<file path="src/rtl/piano_pkg.sv">
// Shared encodings, window limits and sequencer state enum for the piano blocks.
package piano_pkg;

    localparam logic [2:0] MODE_STUDY     = 3'b001;
    localparam logic [2:0] MODE_CHALLENGE = 3'b101;

    localparam logic [2:0] DIFF_EASY   = 3'b100;
    localparam logic [2:0] DIFF_NORMAL = 3'b010;
    localparam logic [2:0] DIFF_HARD   = 3'b001;

    localparam int unsigned WIN_W = 7;
    localparam logic [WIN_W-1:0] INTERVAL_EASY   = 7'd60;
    localparam logic [WIN_W-1:0] INTERVAL_NORMAL = 7'd45;
    localparam logic [WIN_W-1:0] INTERVAL_HARD   = 7'd30;

    localparam logic [7:0] END_MARKER = 8'h00;

    typedef enum logic [2:0] {
        ST_IDLE,
        ST_FETCH_CUR,
        ST_FETCH_NEXT,
        ST_PLAY,
        ST_ADVANCE,
        ST_DONE
    } seq_state_e;

    // Tick budget for one note; unknown codes fall back to the easy window.
    function automatic logic [WIN_W-1:0] window_limit(input logic [2:0] diff);
        case (diff)
            DIFF_NORMAL: window_limit = INTERVAL_NORMAL;
            DIFF_HARD:   window_limit = INTERVAL_HARD;
            default:     window_limit = INTERVAL_EASY;
        endcase
    endfunction

endpackage

</file>
<file path="src/rtl/seq_window_timer.sv">
// Per-note beat window: counts ticks while enabled, clears when disabled.
// expired is asserted in the cycle whose tick reaches the limit, or at once
// when the limit drops to or below the running count.
module seq_window_timer
    import piano_pkg::*;
(
    input  logic             clk,
    input  logic             rst,
    input  logic             en,
    input  logic             tick,
    input  logic [WIN_W-1:0] limit,
    output logic             expired
);

    logic [WIN_W-1:0] win_cnt;

    // Saturating tick counter, held at zero outside the window.
    always_ff @(posedge clk or posedge rst) begin
        if (rst) begin
            win_cnt <= '0;
        end else if (!en) begin
            win_cnt <= '0;
        end else if (tick && (win_cnt != '1)) begin
            win_cnt <= win_cnt + WIN_W'(1);
        end
    end

    assign expired = en &&
        (({1'b0, win_cnt} + {{WIN_W{1'b0}}, tick}) >= {1'b0, limit});

endmodule

</file>
<file path="src/rtl/note_sequencer.sv">
// Song-stepping controller: walks the song ROM, shows current/next note,
// scores key presses and flags the end of the song.
// Optional macro NOTE_SEQ_SCORE_EN builds the hit/miss counters; when it is
// undefined both counter outputs are tied to zero.
module note_sequencer
    import piano_pkg::*;
#(
    parameter int unsigned AW    = 9,
    parameter int unsigned CNT_W = 8
)
(
    input  logic             clk,
    input  logic             rst,
    input  logic [2:0]       state,
    input  logic [2:0]       difficulty,
    input  logic             tick,
    input  logic [7:0]       key_in,
    output logic [AW-1:0]    rom_addr,
    input  logic [7:0]       rom_data,
    output logic [7:0]       note_led,
    output logic [7:0]       next_note_led,
    output logic             isEnd,
    output logic [CNT_W-1:0] hit_cnt,
    output logic [CNT_W-1:0] miss_cnt
);

    seq_state_e    fsm_q, fsm_n;
    logic [AW-1:0] idx_q, idx_n;
    logic [AW-1:0] addr_n;
    logic [7:0]    note_n, next_n;
    logic          end_n;
    logic [7:0]    key_prev;
    logic [2:0]    mode_q;

    logic       active, challenge, restart;
    logic [7:0] rise;
    logic       press, hit, expired, timeout;

    assign active    = (state == MODE_STUDY) || (state == MODE_CHALLENGE);
    assign challenge = (state == MODE_CHALLENGE);
    assign restart   = active && (fsm_q != ST_IDLE) && (state != mode_q);

    assign rise    = key_in & ~key_prev;
    assign press   = (fsm_q == ST_PLAY) && (rise != 8'h00);
    assign hit     = press && (key_in == note_led) && ((rise & note_led) != 8'h00);
    assign timeout = (fsm_q == ST_PLAY) && challenge && expired;

    seq_window_timer u_timer (
        .clk     (clk),
        .rst     (rst),
        .en      (fsm_q == ST_PLAY),
        .tick    (tick),
        .limit   (window_limit(difficulty)),
        .expired (expired)
    );

    // State, index, ROM address and LED registers.
    always_ff @(posedge clk or posedge rst) begin
        if (rst) begin
            fsm_q         <= ST_IDLE;
            idx_q         <= '0;
            rom_addr      <= '0;
            note_led      <= '0;
            next_note_led <= '0;
            isEnd         <= 1'b0;
            key_prev      <= '0;
            mode_q        <= '0;
        end else begin
            fsm_q         <= fsm_n;
            idx_q         <= idx_n;
            rom_addr      <= addr_n;
            note_led      <= note_n;
            next_note_led <= next_n;
            isEnd         <= end_n;
            key_prev      <= key_in;
            mode_q        <= state;
        end
    end

    // Next-state and next-output logic; mode exit and mode switch take priority.
    always_comb begin
        fsm_n  = fsm_q;
        idx_n  = idx_q;
        addr_n = rom_addr;
        note_n = note_led;
        next_n = next_note_led;
        end_n  = isEnd;

        if (!active || restart) begin
            fsm_n  = active ? ST_FETCH_CUR : ST_IDLE;
            idx_n  = '0;
            addr_n = '0;
            note_n = '0;
            next_n = '0;
            end_n  = 1'b0;
        end else begin
            case (fsm_q)
                ST_IDLE: begin
                    addr_n = '0;
                    fsm_n  = ST_FETCH_CUR;
                end
                ST_FETCH_CUR: begin
                    note_n = rom_data;
                    addr_n = idx_q + AW'(1);
                    if (rom_data == END_MARKER) begin
                        fsm_n = ST_DONE;
                        end_n = 1'b1;
                    end else begin
                        fsm_n = ST_FETCH_NEXT;
                    end
                end
                ST_FETCH_NEXT: begin
                    // The top ROM location is always the last note.
                    next_n = (idx_q == '1) ? END_MARKER : rom_data;
                    fsm_n  = ST_PLAY;
                end
                ST_PLAY: begin
                    if (hit || timeout) begin
                        fsm_n = ST_ADVANCE;
                    end
                end
                ST_ADVANCE: begin
                    note_n = next_note_led;
                    idx_n  = idx_q + AW'(1);
                    if (next_note_led == END_MARKER) begin
                        fsm_n  = ST_DONE;
                        end_n  = 1'b1;
                        note_n = '0;
                        next_n = '0;
                    end else begin
                        addr_n = idx_q + AW'(2);
                        fsm_n  = ST_FETCH_NEXT;
                    end
                end
                ST_DONE: begin
                    note_n = '0;
                    next_n = '0;
                end
                default: begin
                    fsm_n = ST_IDLE;
                end
            endcase
        end
    end

`ifdef NOTE_SEQ_SCORE_EN
    logic [CNT_W-1:0] hit_q, miss_q;
    logic             cnt_clr, wrong;

    assign cnt_clr = !active || restart;
    assign wrong   = press && !hit && challenge;

    // Saturating score counters; a hit outranks a timeout or wrong press.
    always_ff @(posedge clk or posedge rst) begin
        if (rst) begin
            hit_q  <= '0;
            miss_q <= '0;
        end else if (cnt_clr) begin
            hit_q  <= '0;
            miss_q <= '0;
        end else if (hit) begin
            if (hit_q != '1) hit_q <= hit_q + CNT_W'(1);
        end else if (timeout || wrong) begin
            if (miss_q != '1) miss_q <= miss_q + CNT_W'(1);
        end
    end

    assign hit_cnt  = hit_q;
    assign miss_cnt = miss_q;
`else
    assign hit_cnt  = '0;
    assign miss_cnt = '0;
`endif

endmodule
</file>
<file path="config.mk">
export PLATFORM = sky130hd
export DESIGN_NAME = note_sequencer
export DESIGN_NICKNAME = d
export VERILOG_FILES = /design/src/rtl/piano_pkg.sv /design/src/rtl/seq_window_timer.sv /design/src/rtl/note_sequencer.sv
export SDC_FILE = /design/constraint.sdc
export NUM_CORES = 1
export LEC_CHECK = 0
export CAP_MARGIN = 20
export CORE_ASPECT_RATIO = 1.4
export CORE_UTILIZATION = 50
export DETAILED_ROUTE_END_ITERATION = 12
export PLACE_DENSITY = 0.88
export SYNTH_ARGS = -nofsm -noshare
export SYNTH_HDL_FRONTEND = slang
export SYNTH_SLANG_ARGS = --single-unit
export TNS_END_PERCENT = 5
</file>
<file path="constraint.sdc">
create_clock -name clk -period 2.6 [get_ports clk]
set_input_delay 0.52 -clock clk [delete_from_list [all_inputs] [get_ports clk]]
set_output_delay 0.52 -clock clk [all_outputs]
set_load 0.02 [all_outputs]
</file>
==> summary.txt, run 1 <==
Detailed routing
  – Vias per Instance: 5.83
  – Vias: 2878
  – Pre-antenna DRT Iters: 5
  – WL per Instance: 15.9 um
  – Routed wire length: 7.87 mm
  – Residual DRC: 0
  – Initial DRC count: 189
  – Antenna Nets Post-Route: 0

Clock tree
  – Clock tree buffer depth: 2
  – Clock-pin slew on the worst setup and hold paths: 90 ps
  – Clock root buffer: clkbuf_8
  – Setup Fix Bufs, Post-CTS: 0
  – H-tree levels: 2
  – Hold_buf cts: 0
  – Worst-Skew Late Latency: 320 ps
  – Total CTS buffers: 5
  – TritonCTS clock tree: built
  – CTS Sinks: 56

Logic synthesis
  – Post-synth top area cell: dfrtp_1
  – Synthesized area: 0.00341 mm2
  – Top cells by count, synth: dfrtp_1 (56), nor2_1 (42), nand2_1 (27)
  – Post-synthesis sequential area ratio: 41.1%
  – Post-synth cell types: 55
  – Top-count cell post-synth: dfrtp_1
  – Most used DFF post-synth: dfrtp_1
  – Synth Area per Inst: 9.26 um2
  – Register bit count reported by yosys: 56
  – Async S/R FF share, synth: 100%
  – Post-synth EDFFs: 0
  – Synth Instances: 368
  – Synth area leaders: dfrtp_1 (41%), xor2_1 (4.9%), nor2_1 (4.6%)
  – Yosys top cell area share: 41.1%
  – YS warnings: 0

Critical path
  – WP data required: 2800 ps
  – CP Capture Type: flip-flop
  – Worst-path fanout max: 5
  – Worst Setup Path Type: reg -> reg
  – Worst setup SP type: flip-flop
  – Critical Path, Cell by Cell: and3_1 > nand3_1 > xnor2_1 > ha_1 > a211o_1 > a22oi_2 > o311ai_2 > o22a_1 > o221a_1
  – Critical Path AT: 2600 ps
  – CP peak stage delay: 460 ps
  – Slowest cell on crit path: dfrtp_1

Floorplan
  – Full die area: 0.00716 mm2
  – Die Span Y: 99.7 um
  – FP Rows: 35
  – IO Pins: 67
  – Chip width: 71.8 um
  – Initial Util: 51.9%
  – Core outline area: 0.00657 mm2

Global route
  – Vias in the first global route: 2822
  – Global-route wire length before repair: 13.0 mm
  – Initial antenna violation count: 0
  – Total track usage: 23.1%
  – Largest net degree at the start of global routing: 25
  – Gr ovfl total: 0

Cells and area
  – Fin util: 62.2%
  – Nets: 455
  – Diodes inserted: 0
  – Share of layout cells above drive strength 1: 10.5%
  – Fillers: 537
  – Area added between synthesis and finish: 19.8%
  – Post-route non-filler standard cell count: 494

Placement
  – RePlAce Congestion: 0.924
  – IO buf count: 50
  – Placed cell count: 487
  – DP HPWL: 6.00 mm

STA
  – Hold Slack: 500 ps
  – Final setup TNS: 0 ps
  – Max Slew Vio Count: 0
  – F_max: 417 MHz
  – Slew of the pin with the lowest slew margin: 701 ps
  – Clk_skew: 8.80 ps
  – Unrepaired setup endpoints after global routing: false
  – Fin crit period: 2400 ps
  – Hold Fails Final Rpt: 0
  – Final worst-path cycle share: 92.2%
  – Relative slew margins: 53.0%
  – Endpoints failing setup: 0

Power
  – Leakage: 0.00177 uW
  – PwrDens: 439 mW/mm2
  – Worst VDD drop: 0.460 mV
  – Design Power: 1790 uW

Job
  – Max_cap viols: 0

Hold path
  – Hold Path Class: in -> async

Status
  – Status: completed
-- layout make-up --
cell class                      instances  area (um2)  area share [%]
Tap cell                               74        92.6            2.27
Inverter                               16        60.1            1.47
Multi-Input combinational cell        277        1780            43.7
Timing Repair Buffer                   64         617            15.1
Clock buffer                            5        68.8            1.69
Sequential cell                        56        1400            34.3
Clock inverter                          2        60.1            1.47
-- critical path: cells and delay by family, from the launching register on --
kind / cells / cell delay (ps)
compound gates: 5 / 1060
flops: 1 / 460
simple gates: 2 / 310
fa+ha+maj: 1 / 310
xor+xnor: 1 / 150
-- per-stage QoR --
step	area [um2]	setup slack (ps)
global route	4080	102
floorplan	3460	283
detailed placement	3940	-397
finish	4080	202
CTS	4080	205
global placement	3940	-279
-- repair_timing --
action / in CTS / in global routing
hold endpoints to repair: 0 / 0
endpoints found under the setup margin: 2 / 0
resized for setup: 4 / 0
-- cell usage in the layout, fill, tap and decap left out, types with 2 or more instances in the layout --
cell and instances:
dfrtp_1 56, clkdlybuf4s50_1 49, nor2_1 42, nand2_1 27, a21oi_1 25, xor2_1 19
conb_1 16, inv_1 15, buf_4 13, o22ai_1 12, xnor2_1 10, nand2b_1 10
nor2b_1 9, ha_1 9, nor3_1 8, a22oi_1 7, nand3_1 6, nor4_1 6
o21ai_0 6, nand4_1 5, and3_1 5, a222oi_1 5, a211oi_2 5, clkbuf_8 5
or3_1 4, nor3_2 3, o21a_1 3, and2b_1 2, or2_2 2, o2111ai_1 2
a31oi_1 2, nor3b_1 2, mux2i_1 2, o211ai_1 2, bufinv_16 2
-- path summary, 6_finish.rpt --
kind | start | cells past startpoint | to | slack (ps)
worst max-delay path | u_timer.win_cnt[4] | 9 | fsm_q[2] | 200
worst min-delay path | rst | 2 | key_prev[1] | 500
worst max register to register | u_timer.win_cnt[4] | 9 | fsm_q[2] | 200
worst min register to register | rom_addr[7] | 2 | rom_addr[7] | 540
max in group asynchronous | rst | 3 | u_timer.win_cnt[0] | 1540
min in group clk | rom_addr[7] | 2 | rom_addr[7] | 540
-- cells by family (layout without fill, tap and decap cells) --
kind of cell | count (synthesis) | count (layout) | share of synthesized area [%]
compound gates | 82 | 82 | 17.3
xor+xnor | 29 | 29 | 7.45
fa+ha+maj | 10 | 10 | 3.67
buf+inv | 50 | 87 | 8.66
flops | 56 | 56 | 41.1
mux | 2 | 2 | 0.587
other cells | 1 | 16 | 0.110
simple gates | 138 | 138 | 21.1
-- where the power goes --
part | leakage [uW] | switching (uW) | internal, uW | total [uW]
Clock | 0.0000642 | 280 | 379 | 659
Combinational | 0.000954 | 136 | 96.7 | 233
Sequential | 0.000754 | 15.3 | 885 | 901
Total | 0.00177 | 431 | 1360 | 1790
-- sequential cells by signal (all words and copies together), names as in the netlist --
register         flops
isEnd                1
mode_q               3
u_timer.win_cnt      7
idx_q                9
note_led             8
rom_addr             9
key_prev             8
fsm_q                3
next_note_led        8
-- metal layers --
metal	up-vias	GRT usage, %	share of wire, %	routed length, um
met5	-	0	0	0
li1	1365	-	-	-
met1	1374	25.2	37	2910
met4	0	11.8	4.1	319
met3	32	4.66	4.9	386
met2	107	41.7	54	4250
Power figures use the tool's default switching activity.
==> run 2: changes to the inputs <==
--- a/config.mk
+++ b/config.mk
@@ -7,9 +7,10 @@
 export LEC_CHECK = 0
 export CAP_MARGIN = 20
 export CORE_ASPECT_RATIO = 1.4
-export CORE_UTILIZATION = 50
+export CORE_UTILIZATION = 47
 export DETAILED_ROUTE_END_ITERATION = 12
-export PLACE_DENSITY = 0.88
+export PLACE_DENSITY = 0.87
+export SETUP_SLACK_MARGIN = 0.1
 export SYNTH_ARGS = -nofsm -noshare
 export SYNTH_HDL_FRONTEND = slang
 export SYNTH_SLANG_ARGS = --single-unit
==> constraint.sdc (replaced) <==
create_clock -name clk -period 2.05 [get_ports clk]
set_input_delay 0.41 -clock clk [delete_from_list [all_inputs] [get_ports clk]]
set_output_delay 0.41 -clock clk [all_outputs]
set_load 0.02 [all_outputs]
==> summary.txt, run 2 (synthesized netlist as in run 1, its figures left out) <==
Critical path
  – Worst Setup Path Type: reg -> reg
  – CP Capture Type: flip-flop
  – CP Launch Point: u_timer.win_cnt[0]
  – Worst-path fanout max: 3 (-2)
  – Critical Path AT: 2510 ps (-90 ps)
  – Worst setup SP type: flip-flop
  – WP data required: 2260 ps (-540 ps)
  – Reg2reg setup slack: -250 ps (-460 ps)
  – Worst R2R Start: u_timer.win_cnt[0]

Status
  – Failing checks: negative setup slack
  – Status: complete, but fails checks

Global route
  – Vias in the first global route: 2973 (+5.4%)
  – Total track usage: 23.4% (+0.33 points)
  – Initial antenna violation count: 0 (unchanged)
  – Global-route wire length before repair: 13.6 mm (+4.6%)
  – Largest net degree at the start of global routing: 57 (+130%)
  – Gr ovfl total: 0 (unchanged)

Cells and area
  – Area added between synthesis and finish: 23.7%
  – Footprint of the multi-input gates: 0.00179 mm2 (+0.28%)
  – Share of layout cells above drive strength 1: 14.2% (+3.7 points)
  – Reg area: 0.00140 mm2 (unchanged)
  – Commonest non-fill, non-tap cell in the layout: dfrtp_1
  – Fillers: 579 (+7.8%)
  – Nets: 471 (+3.5%)
  – Diodes inserted: 0 (unchanged)
  – Fin util: 60.4% (-1.8 points)
  – Top flop regs: idx_q: 9 flops, rom_addr: 9 flops
  – Commonest cells after routing, fill and taps aside: dfrtp_1 (56), clkdlybuf4s50_1 (49), nor2_1 (42)

Clock tree
  – H-tree levels: 2 (unchanged)
  – Clock root buffer: clkbuf_8
  – Setup Fix Bufs, Post-CTS: 0 (unchanged)
  – TritonCTS clock tree: built
  – Clock-pin slew on the worst setup and hold paths: 100 ps (about the same)
  – Total CTS buffers: 5 (unchanged)
  – Worst-Skew Late Latency: 310 ps (about the same)
  – Clock tree buffer depth: 2 (unchanged)
  – CTS Sinks: 56 (unchanged)
  – Hold_buf cts: 0 (unchanged)

STA
  – Final setup TNS: -477 ps (-477 ps)
  – Max Slew Vio Count: 0 (unchanged)
  – Final Worst Setup Slack: -255 ps (-457 ps)
  – F_max: 434 MHz (+4.0%)
  – Hold Fails Final Rpt: 0 (unchanged)
  – Relative slew margins: 66.6% (+14 points)
  – Endpoints failing setup: 2 (+2)
  – Unrepaired setup endpoints after global routing: true
  – Slew of the pin with the lowest slew margin: 501 ps (-200 ps)
  – Fin crit period: 2300 ps (-93.0 ps)
  – Final worst-path cycle share: 112% (+20 points)
  – Clk_skew: 7.38 ps (-1.42 ps)

Detailed routing
  – DR WL met2: 4.62 mm (+8.7%)
  – Vias per Instance: 5.59 (-4.0%)
  – Met3 wire length: 364 um (-5.7%)
  – Initial DRC count: 201 (+6.3%)
  – Met1 WL: 3.05 mm (+5.0%)
  – Vias: 2976 (+3.4%)
  – Antenna Nets Post-Route: 0 (unchanged)
  – WL per Instance: 15.8 um (-0.74%)
  – Pre-antenna DRT Iters: 5 (unchanged)
  – Top routing layer in use: met4
  – Routed wire length: 8.41 mm (+6.9%)
  – Residual DRC: 0 (unchanged)

Job
  – Max_cap viols: 0 (unchanged)

Floorplan
  – FP Rows: 36 (+2.9%)
  – Die Span Y: 103 um (+3.1%)
  – Chip width: 74.0 um (+3.1%)
  – Full die area: 0.00760 mm2 (+6.2%)
  – IO Pins: 67 (unchanged)
  – Core outline area: 0.00698 mm2 (+6.3%)
  – Initial Util: 48.8% (-3.1 points)

Hold path
  – Hold Path Class: in -> async

Placement
  – DP HPWL: 6.34 mm (+5.6%)
  – IO buf count: 50 (unchanged)
  – RePlAce Congestion: 0.928 (+0.43%)

Power
  – Worst VDD drop: 0.392 mV (-15%)
  – Leakage: 0.00185 uW (+4.6%)
  – Design Power: 2180 uW (+22%)
  – PwrDens: 517 mW/mm2 (+18%)
## run 2: area by class of cell
class	count	share of cell area (%)
multi-input cells	277	42.4
repair buffers	80	17.5
flip-flops and latches	56	33.2
well taps	95	2.82
inverters	16	1.42
clock inverters	3	1.01
clock buffers	5	1.63
## run 2: through the flow
step | worst slack, ps | hold WS (ps) | instance area (um2) | std cells
after global placement | -689 | 510 | 4090 | 524
after floorplan | -109 | 441 | 3470 | 383
after global routing | -393 | 479 | 4220 | 532
final | -255 | 454 | 4220 | 532
after detailed placement | -828 | 526 | 4090 | 524
after CTS | -229 | 477 | 4220 | 532
## run 2: report_power, final
part	switching [uW]	total [uW]	internal, uW
Combinational	181	312	131
Clock	365	727	362
Sequential	18.0	1140	1120
## run 2: what timing repair did
item / CTS / global route
gates resized for setup: 3 / 0
pin swaps: 3 / 1
setup endpoints to repair: 3 / 4
## run 2: worst paths after layout
path / to / cells past startpoint
max: fsm_q[2] / 9
min: mode_q[2] / 3
max reg2reg: fsm_q[2] / 9
min reg2reg: isEnd / 2
max in group asynchronous: idx_q[4] / 3
min in group clk: isEnd / 2
## run 2: routing by layer
metal  GRT usage (%)  vias to the layer above
met1            25.4                     1436
met3            3.71                       28
met4            13.2                        0
met2            42.6                      107
met5               0                        -
li1                -                     1405
## run 2: worst max-delay path: stages, from the launching register on
cell	delay, ps
dfrtp_1	400
ha_2	220
nand3_2	100
xnor2_2	150
ha_1	300
a211o_1	280
a22oi_2	180
o311ai_1	140
o22a_1	210
o221a_1	210
==> run 3: changes to the inputs <==
--- a/config.mk
+++ b/config.mk
@@ -8,8 +8,10 @@
 export CAP_MARGIN = 20
 export CORE_ASPECT_RATIO = 1.4
 export CORE_UTILIZATION = 47
+export CTS_CLUSTER_SIZE = 30
 export DETAILED_ROUTE_END_ITERATION = 12
 export PLACE_DENSITY = 0.87
+export REMOVE_ABC_BUFFERS = 1
 export SETUP_SLACK_MARGIN = 0.1
 export SYNTH_ARGS = -nofsm -noshare
 export SYNTH_HDL_FRONTEND = slang
==> summary.txt, run 3 (synthesized netlist as in run 1, its figures left out) <==
Power
  – Net Switching: 562 uW (-0.38%)
  – Pint: 1750 uW (+8.3%)
  – Switch share: 24.3% (-1.6 points)
  – PwrDens: 542 mW/mm2 (+4.8%)
  – Logic pwr share: 13.5% (-0.8 points)
  – Clock power share: 37.1% (+3.8 points)
  – Worst VDD drop: 0.275 mV (-30%)
  – Sequential Power Share: 49.4% (-3.0 points)
  – Leakage: 0.00185 uW (about the same)
  – Design Power: 2310 uW (+6.1%)

Cells and area
  – Commonest cells after routing, fill and taps aside: dfrtp_1 (55), clkdlybuf4s50_1 (49), nor2_1 (42)
  – Final instance area: 0.00427 mm2 (+1.2%)
  – Nets: 469 (-0.42%)
  – Fin util: 61.1% (+0.70 points)
  – Area added between synthesis and finish: 25.1%
  – Diodes inserted: 0 (unchanged)
  – Post-route non-filler standard cell count: 530 (-0.38%)
  – Share of layout cells above drive strength 1: 14.7% (+0.53 points)
  – Top flop regs: idx_q: 9 flops, rom_addr: 9 flops
  – Commonest non-fill, non-tap cell in the layout: dfrtp_1

STA
  – Slew of the pin with the lowest slew margin: 810 ps (+309 ps)
  – Final setup TNS: -337 ps (+140 ps)
  – Unrepaired setup endpoints after global routing: true
  – Relative slew margins: 45.7% (-21 points)
  – Hold Fails Final Rpt: 0 (unchanged)
  – Final worst-path cycle share: 109% (-2.9 points)
  – F_max: 446 MHz (+2.7%)
  – Clk_skew: 13.2 ps (+5.78 ps)
  – Fin crit period: 2240 ps (-60.4 ps)
  – Endpoints failing setup: 2 (unchanged)
  – Final Worst Setup Slack: -194 ps (+60.4 ps)
  – Max Slew Vio Count: 0 (unchanged)

Critical path
  – Critical Path AT: 2450 ps (-60 ps)
  – R2R depth: 9 (unchanged)
  – CP peak stage delay: 380 ps (-20 ps)
  – CP Capture Type: flip-flop
  – Slowest cell on crit path: dfrtp_1
  – Worst setup SP type: flip-flop
  – Reg2reg setup slack: -190 ps (+60 ps)
  – Worst Setup Path Type: reg -> reg
  – WP data required: 2260 ps (about the same)
  – Worst R2R Start: u_timer.win_cnt[0]
  – Worst R2R End: fsm_q[2]
  – Worst-path fanout max: 3 (unchanged)
  – Critical Path, Cell by Cell: ha_2 > nand3_2 > xnor2_1 > ha_1 > a211o_1 > a22oi_2 > o311ai_2 > o22a_1 > o221a_1

Floorplan
  – FP Rows: 36 (unchanged)
  – Initial Util: 48.8% (unchanged)
  – Full die area: 0.00760 mm2 (unchanged)
  – Die Span Y: 103 um (unchanged)
  – Core outline area: 0.00698 mm2 (unchanged)
  – Chip width: 74.0 um (unchanged)
  – IO Pins: 67 (unchanged)

Clock tree
  – Total CTS buffers: 5 (unchanged)
  – CTS Sinks: 56 (unchanged)
  – Worst-Skew Late Latency: 310 ps (about the same)
  – Clock tree buffer depth: 2 (unchanged)
  – Hold_buf cts: 0 (unchanged)
  – Clock-pin slew on the worst setup and hold paths: 110 ps (about the same)
  – TritonCTS clock tree: built
  – Clock root buffer: clkbuf_8
  – H-tree levels: 2 (unchanged)

Placement
  – Placed cell count: 520 (-0.76%)
  – DP HPWL: 5.76 mm (-9.1%)
  – IO buf count: 50 (unchanged)
  – Placed cell area: 0.00408 mm2 (-0.31%)
  – RePlAce Congestion: 0.923 (-0.56%)

Global route
  – Global-route wire length before repair: 13.0 mm (-4.5%)
  – Total track usage: 21.9% (-1.5 points)
  – Largest net degree at the start of global routing: 24 (-58%)
  – Gr ovfl total: 0 (unchanged)
  – Vias in the first global route: 2882 (-3.1%)
  – Initial antenna violation count: 0 (unchanged)

Detailed routing
  – Initial DRC count: 194 (-3.5%)
  – Residual DRC: 0 (unchanged)
  – Vias per Instance: 5.64 (+0.88%)
  – Routed wire length: 7.91 mm (-5.9%)
  – WL per Instance: 14.9 um (-5.6%)
  – Antenna Nets Post-Route: 0 (unchanged)
  – Vias: 2991 (+0.50%)
  – Pre-antenna DRT Iters: 7 (+2)

Hold path
  – Hold Path Class: in -> async

Status
  – Failing checks: negative setup slack
  – Status: complete, but fails checks

Job
  – Max_cap viols: 0 (unchanged)
==> run 3: final cells by class <==
class                   instances  area (um2)
repair buffers                 78         747
inverters                      16        60.1
flip-flops and latches         56        1400
well taps                      95         119
fillers                       582        2720
clock buffers                   5        68.8
clock inverters                 3        68.8
multi-input cells             277        1800
==> run 3: worst max-delay path by stage <==
stage               slack, ps        to  depth (start not counted)          startpoint
finish                   -190  fsm_q[2]                          9  u_timer.win_cnt[0]
global route             -310  fsm_q[2]                          9  u_timer.win_cnt[0]
CTS                      -170  fsm_q[2]                          9  u_timer.win_cnt[0]
global placement         -730  fsm_q[2]                         10                tick
detailed placement       -800  fsm_q[2]                         10                tick
floorplan                -170  fsm_q[2]                          9  u_timer.win_cnt[0]
==> run 3: metrics by stage <==
step,setup slack (ps),hold WS (ps)
3_3_place_gp,-735,481
4_1_cts,-169,408
5_1_grt,-312,435
3_5_place_dp,-800,501
2_1_floorplan,-169,441
6_report,-194,396
==> run 3: critical path, delay by kind of cell (launching register included) <==
family,cells,cell delay [ps]
DFF,1,380
adders and majority gates,2,490
and+or+nand+nor,1,90
xor gates and xnor gates,1,140
AOI/OAI and AO/OA,5,1050
==> run 3: power by group through the flow <==
stage	clock (uW)	sequential, uW	combinational [uW]
after global routing	913	1140	342
after global placement	0	1160	302
after floorplan	0	1170	157
after CTS	875	1140	312
final	857	1140	312
after detailed placement	0	1160	310
==> run 3: metal layers <==
metal | part of all wire, % | vias up | global-route usage (%)
li1 | - | 1392 | -
met1 | 39 | 1443 | 25.9
met2 | 52 | 134 | 38.4
met3 | 5.7 | 22 | 4.11
met4 | 2.6 | 0 | 9.47
met5 | 0 | - | 0
==> run 3: repair_timing <==
| item | CTS | global route |
|---|---|---|
| resized for setup | 7 | 2 |
| pin swaps | 4 | 0 |
| endpoints found under the setup margin | 3 | 14 |
| buffers inserted | 2 | 0 |
| cloned | 0 | 0 |
